File: src/rtl/mult_seq_param.sv
// Parametrised sequential shift-add multiplier with signed/unsigned mode and a Start/Ready handshake.
// Optional macro ZERO_SKIP_EN: a zero operand sends IDLE straight to DONE, so the result arrives one edge after Start.
module mult_seq_param #(
    parameter int WIDTH = 8
) (
    input  logic               Clock,
    input  logic               Reset,
    input  logic               Start,
    input  logic               Signed_Mode,
    input  logic [WIDTH-1:0]   Multiplicando,
    input  logic [WIDTH-1:0]   Multiplicador,
    output logic [2*WIDTH-1:0] Producto,
    output logic               Ready,
    output logic               Busy
);

    localparam int CNT_W = $clog2(WIDTH + 1);

    typedef enum logic [1:0] {IDLE, RUN, DONE} state_t;

    state_t             state;
    state_t             stateNext;
    logic [CNT_W-1:0]   cnt;
    logic [WIDTH-1:0]   acc_hi;
    logic [WIDTH-1:0]   mplr;
    logic [WIDTH-1:0]   mcand;
    logic               neg;
    logic               sign_a;
    logic               sign_b;
    logic [WIDTH-1:0]   mag_a;
    logic [WIDTH-1:0]   mag_b;
    logic [WIDTH:0]     sum;
    logic [2*WIDTH-1:0] prod;
`ifdef ZERO_SKIP_EN
    logic               zero_op;
`endif

    // Operate on magnitudes only; the sign is applied once to the finished product.
    // Negating -2^(WIDTH-1) gives 2^(WIDTH-1), which still fits as an unsigned WIDTH-bit value.
    always_comb begin
        sign_a = Signed_Mode & Multiplicando[WIDTH-1];
        sign_b = Signed_Mode & Multiplicador[WIDTH-1];
        mag_a  = sign_a ? -Multiplicando : Multiplicando;
        mag_b  = sign_b ? -Multiplicador : Multiplicador;
        sum    = {1'b0, acc_hi} + (mplr[0] ? {1'b0, mcand} : '0);
        prod   = {acc_hi, mplr};
`ifdef ZERO_SKIP_EN
        zero_op = (Multiplicando == '0) || (Multiplicador == '0);
`endif
    end

    always_ff @(posedge Clock) begin
        if (!Reset) begin
            state <= IDLE;
        end else begin
            state <= stateNext;
        end
    end

    // The counter is loaded with WIDTH, so leaving RUN when it reads 1 gives exactly WIDTH iterations.
    always_comb begin
        stateNext = state;
        case (state)
            IDLE: begin
                if (Start) begin
`ifdef ZERO_SKIP_EN
                    stateNext = zero_op ? DONE : RUN;
`else
                    stateNext = RUN;
`endif
                end
            end
            RUN: begin
                if (cnt == CNT_W'(1)) begin
                    stateNext = DONE;
                end
            end
            DONE:    stateNext = IDLE;
            default: stateNext = IDLE;
        endcase
    end

    assign Busy = (state != IDLE);

    // Datapath: the multiplier shares its register with the low half of the product.
    always_ff @(posedge Clock) begin
        if (!Reset) begin
            cnt      <= '0;
            acc_hi   <= '0;
            mplr     <= '0;
            mcand    <= '0;
            neg      <= 1'b0;
            Producto <= '0;
            Ready    <= 1'b0;
        end else begin
            Ready <= 1'b0;
            case (state)
                IDLE: begin
                    if (Start) begin
                        mcand  <= mag_a;
                        mplr   <= mag_b;
                        acc_hi <= '0;
                        cnt    <= CNT_W'(WIDTH);
                        neg    <= sign_a ^ sign_b;
`ifdef ZERO_SKIP_EN
                        if (zero_op) begin
                            mplr <= '0;
                        end
`endif
                    end
                end
                RUN: begin
                    acc_hi <= sum[WIDTH:1];
                    mplr   <= {sum[0], mplr[WIDTH-1:1]};
                    cnt    <= cnt - CNT_W'(1);
                end
                DONE: begin
                    Producto <= neg ? -prod : prod;
                    Ready    <= 1'b1;
                end
                default: ;
            endcase
        end
    end

endmodule

File: config.mk
export PLATFORM = sky130hd
export DESIGN_NAME = mult_seq_param
export DESIGN_NICKNAME = d
export VERILOG_FILES = /design/src/rtl/mult_seq_param.sv
export SDC_FILE = /design/constraint.sdc
export NUM_CORES = 1
export LEC_CHECK = 0
export CAP_MARGIN = 30
export CELL_PAD_IN_SITES_DETAIL_PLACEMENT = 1
export CELL_PAD_IN_SITES_GLOBAL_PLACEMENT = 2
export CORE_MARGIN = 2
export CORE_UTILIZATION = 29
export CTS_CLUSTER_SIZE = 28
export DETAILED_ROUTE_END_ITERATION = 8
export GPL_ROUTABILITY_DRIVEN = 0
export GPL_TIMING_DRIVEN = 0
export PLACE_DENSITY_LB_ADDON = 0.08
export SLEW_MARGIN = 30
export SYNTH_ARGS = -nofsm -noshare
export SYNTH_HDL_FRONTEND = slang
export SYNTH_SLANG_ARGS = --single-unit
File: constraint.sdc
create_clock -name Clock -period 2.2 [get_ports Clock]
set_clock_uncertainty 0.1 [all_clocks]
set_input_delay 0.33 -clock Clock [delete_from_list [all_inputs] [get_ports Clock]]
set_output_delay 0.33 -clock Clock [all_outputs]
set_load 0.01 [all_outputs]
* Yosys cells after proc, flatten, opt, wreduce, memory -nomap -nowiden
Index checks and enable logic that the tools add are counted.
Word-level totals: memory bits (writable) 0, ROM bits 0, output and inout bits 18, bits in latches 0, input bits 20, bits in registers 48, word-level logic and storage cells 41, memories 0
Operators by class: shift-type cells 0, multiply operators 0, eq/ne operators 5, reductions and logical operators 6, div/mod/pow operators 0, magnitude comparators 0, bitwise logic cells 3, muxes and demuxes 14, add/subtract/negate cells 5
Operator list (count):
- 8-bit 2-to-1 mux | 5
- 8-bit one-hot mux with 2 select lines | 2
- 16-bit 2-to-1 mux | 1
- 16-bit negator | 1
- 8-bit negator | 2
- 8-bit by 8-bit adder with 9-bit output | 1
- 4-bit one-hot mux with 2 select lines | 1
- 2-bit AND reduction | 3
- 4-bit by 1-bit == test with 1-bit output (second input constant) | 1
- 2-bit 2-to-1 mux | 2
- 4-bit 2-to-1 mux | 1
- 2-bit inequality test (second input constant) | 2
- 2-bit one-hot mux with 2 select lines | 1
- 2-bit nonzero test | 2
- 4-bit by 1-bit subtractor with 4-bit output (second input constant) | 1
- 1-bit AND | 2
- 2-bit by 1-bit == test with 1-bit output (second input constant) | 1
- 2-bit == test (second input constant) | 1
- 2-bit zero test | 1
- 1-bit 2-to-1 mux | 1
- 1-bit XOR | 1

* Longest topological paths before layout
depth after elaboration 4, depth in mapped cells 9, gate-level depth less buffers 8

* Worst setup path after synthesis
Ideal clock, no wire load.
path kind reg2reg, from register mplr[0], to register acc_hi[7], setup time 0.125 ns, path buffers 1, setup slack -0.007 ns, data arrival time 1.982 ns, cell stages (with the launch flop) 10, path through dfxtp_1 > clkbuf_1 > and2_1 > ha_1 > fa_1 > a21o_1 > a221oi_1 > o21bai_1 > a21oi_1 > o21ai_0
Between the ends: word-level cells in the longest chain between the ends 3
Ends and longest elaborated chain:
- from (decl) | RTL line 25 | logic [WIDTH-1:0] mplr;
- from (signal assigned) | RTL line 101 | mplr <= mag_b;
- from (signal assigned) | RTL line 114 | mplr <= {sum[0], mplr[WIDTH-1:1]};
- 8-bit 2-to-1 mux | RTL line 45 | sum = {1'b0, acc_hi} + (mplr[0] ? {1'b0, mcand} : '0);
- 8-bit by 8-bit adder with 9-bit output | RTL line 45
- 8-bit one-hot mux with 2 select lines | RTL line 97 | case (state)
- to (signal assigned) | RTL line 113 | acc_hi <= sum[WIDTH:1];
- to (decl) | RTL line 24 | logic [WIDTH-1:0] acc_hi;
No other way between the ends. A chain may end at the register's enable or synchronous reset.

* Worst setup path in the final report
from register mplr[0], to register acc_hi[5]
Same word-level chain as after synthesis.

==> flow_metrics.py <==
metrics = {
    "clocking": {
        "clk_pin_slew_ns": 0.10,
        "cts-root-buf": "clkbuf_8",
        "cts_tree": "yes",
        "h-tree-depth": 2,
        "clk_path_buf_depth": 2,
        "hold_buffers": 0,
        "insertion_delay_ns": 0.30,
        "cts_num_sinks": 48,
        "numCtsBuffers": 5,
    },
    "sta": {
        "tightestPinTransition_ns": 0.621,
        "slew_viol_final": 0,
        "worst_slack_ns": 0.0681,
        "rsz0062_at_grt": "true",
        "slew_headroom": 0.586,
        "holdWs_ns": 0.322,
        "post-route-period-util": 0.969,
        "hold_viol": 0,
        "setup_viol": 0,
        "max_freq_ghz": 0.469,
        "layout_min_cycle_time_ns": 2.13,
    },
    "floorplanning": {
        "std_cell_rows": 34,
        "coreArea_um2": 8810,
        "initial_core_util": 0.301,
        "ios": 38,
        "die_height_um": 99.6,
        "dieArea_um2": 9920,
        "die_x_um": 99.6,
    },
    "logic_synthesis": {
        "syn_area_per_cell_um2": 8.61,
        "synth_nets": 342,
        "synth_common_cells": "48 x dfxtp_1, 34 x nand2_1, 25 x o21ai_0",
        "netlist-cell-type-count": 47,
        "synth_top_area_share": 0.362,
        "synth-main-ff-cell": "dfxtp_1",
        "syn-cell-area_um2": 2650,
        "synth_warnings": 0,
        "synth_seq_cells": 48,
        "ys_async_sr_fraction": 0,
        "syn_inst": 308,
        "yosysMostFrequentCell": "dfxtp_1",
        "yosysTopAreaCell": "dfxtp_1",
        "synthTopCellsByArea": "dfxtp_1 36%, ha_1 6.1%, xor2_1 5.6%",
        "synth_edf_count": 0,
        "synth_seq_area_share": 0.362,
    },
    "grt": {
        "antenna_found_initial": 0,
        "overflow": 0,
        "grt_start_max_net_pins": 16,
        "grt_pass1_wl_mm": 11.8,
        "grt_usage": 0.149,
        "grt_pass1_vias": 2319,
    },
    "routing": {
        "wl_mm": 7.15,
        "firstDrtPassIters": 4,
        "routedWlPerCell_um": 15.4,
        "vias": 2322,
        "ant_nets": 0,
        "route.detailed.drc": 0,
        "viasPerCell": 5.00,
        "drt_iter0_markers": 35,
    },
    "critical_path": {
        "criticalPathCategory": "register to register",
        "reg2reg_setup_slack_ns": 0.07,
        "start_kind": "register",
        "critPathSlowestCell": "dfxtp_4",
        "critPathCaptureType": "register",
        "slowest_delay_ns": 0.38,
        "path_max_fanout": 8,
        "arrival_ns": 2.21,
        "crit_chain": "and2_1, ha_2, fa_2, a21o_1, a221oi_4, buf_4, xnor2_1, o21ai_0",
        "required_ns": 2.28,
    },
    "placement": {
        "numPortBuffers": 36,
        "dpl_worst_slack_ns": -0.331,
        "hpwl_mm": 5.62,
    },
    "pwr": {
        "ir_worst_vdd_mv": 0.296,
        "p_leak_uw": 0.00141,
        "power_density_nw_per_um2": 599,
        "p_total_uw": 2010,
    },
    "cells_and_area": {
        "final_net_count": 389,
        "fill_cells": 1050,
        "fin_util": 0.381,
        "syn2layout_area_growth_pct": 26.4,
        "drive_gt1_frac": 0.101,
        "diodes": 0,
    },
    "hold_path": {
        "hp-class": "input pin to register",
    },
    "status": {
        "outcome": "finished clean",
    },
    "run": {
        "max-cap-violations": 0,
    },
}
[final timing paths]
check | start | endpoint | cells after the start
worst max-delay path | mplr[0]$_SDFFE_PN0P_ | acc_hi[5]$_SDFFE_PN0P_ | 8
worst max register to register | mplr[0]$_SDFFE_PN0P_ | acc_hi[5]$_SDFFE_PN0P_ | 8
worst min register to register | mcand[7]$_SDFFE_PN0P_ | mcand[7]$_SDFFE_PN0P_ | 2
worst min-delay path | Reset | neg$_SDFFE_PN0P_ | 2
[cell type report]
| type | instances | area (um2) | area share |
|---|---|---|---|
| clock inverters | 3 | 42.5 | 0.0127 |
| plain buffers | 16 | 62.6 | 0.0187 |
| repair buffers | 41 | 398 | 0.119 |
| flip-flops and latches | 48 | 971 | 0.290 |
| clock buffers | 5 | 68.8 | 0.0205 |
| multi-input cells | 231 | 1630 | 0.486 |
| inverters | 12 | 45.0 | 0.0134 |
| well taps | 108 | 135 | 0.0403 |
[cells by family after synthesis]
family / count (synthesis) / synth area share
XOR/XNOR: 29 / 0.0958
buffers and inverters: 29 / 0.0415
adder cells (fa/ha/maj): 14 / 0.0689
multiplexers: 4 / 0.0160
flip-flops: 48 / 0.362
AND/OR/NAND/NOR: 93 / 0.177
AO/OA/AOI/OAI: 91 / 0.238
[sequential cells by signal, indices dropped and copies added, names as in the netlist]
signal	cells
mplr	8
state	2
cnt	4
mcand	8
neg	1
Producto	16
Ready	1
acc_hi	8
[cells in the final DEF, fill, tap and decap left out, drive strengths merged, types with 12 or more instances in the layout]
cell / count
o211a: 13
and2: 12
xnor2: 12
o21ai: 25
dfxtp: 48
a21oi: 16
nand2: 34
clkbuf: 19
xor2: 17
clkdlybuf4s50: 36
inv: 12
ha: 13
[what timing repair did]
item,4_1_cts,5_1_grt
hold endpoints to repair,0,0
cloned,0,0
buffers inserted,0,5
setup endpoints to repair,7,6
pin swaps,1,4
resized for setup,5,11
[metal layers]
layer	vias to the layer above	part of all wire	wire, um	GRT usage
li1	1192	-	-	-
met1	1099	0.48	3450	0.195
met2	27	0.49	3500	0.260
met3	4	0.021	149	0.0232
met4	0	0.0073	52	0.0285
met5	-	0	0	0
[worst max-delay path, delay by kind of cell, from the launching register on]
| family | cells | cell delay [ns] |
|---|---|---|
| compound gates | 3 | 0.59 |
| xor+xnor | 1 | 0.10 |
| fa+ha+maj | 2 | 0.53 |
| buf+inv | 1 | 0.16 |
| flops | 1 | 0.38 |
| simple gates | 1 | 0.15 |
[power by group]
| group | internal (uW) | total, uW | leakage, uW | switching [uW] |
|---|---|---|---|---|
| clock network | 337 | 659 | 0.0000541 | 322 |
| registers | 917 | 963 | 0.000394 | 45.7 |
| logic | 175 | 384 | 0.000960 | 209 |
| total | 1430 | 2010 | 0.00141 | 577 |
[per-stage QoR]
step	cells	area, um2	setup TNS (ns)
after floorplan	308	2660	0
after detailed placement	452	3150	-2.93
after global placement	452	3150	-2.92
final	464	3350	0
after CTS	459	3270	0
after global routing	464	3350	-0.100
(Power assumes the default switching activity.)
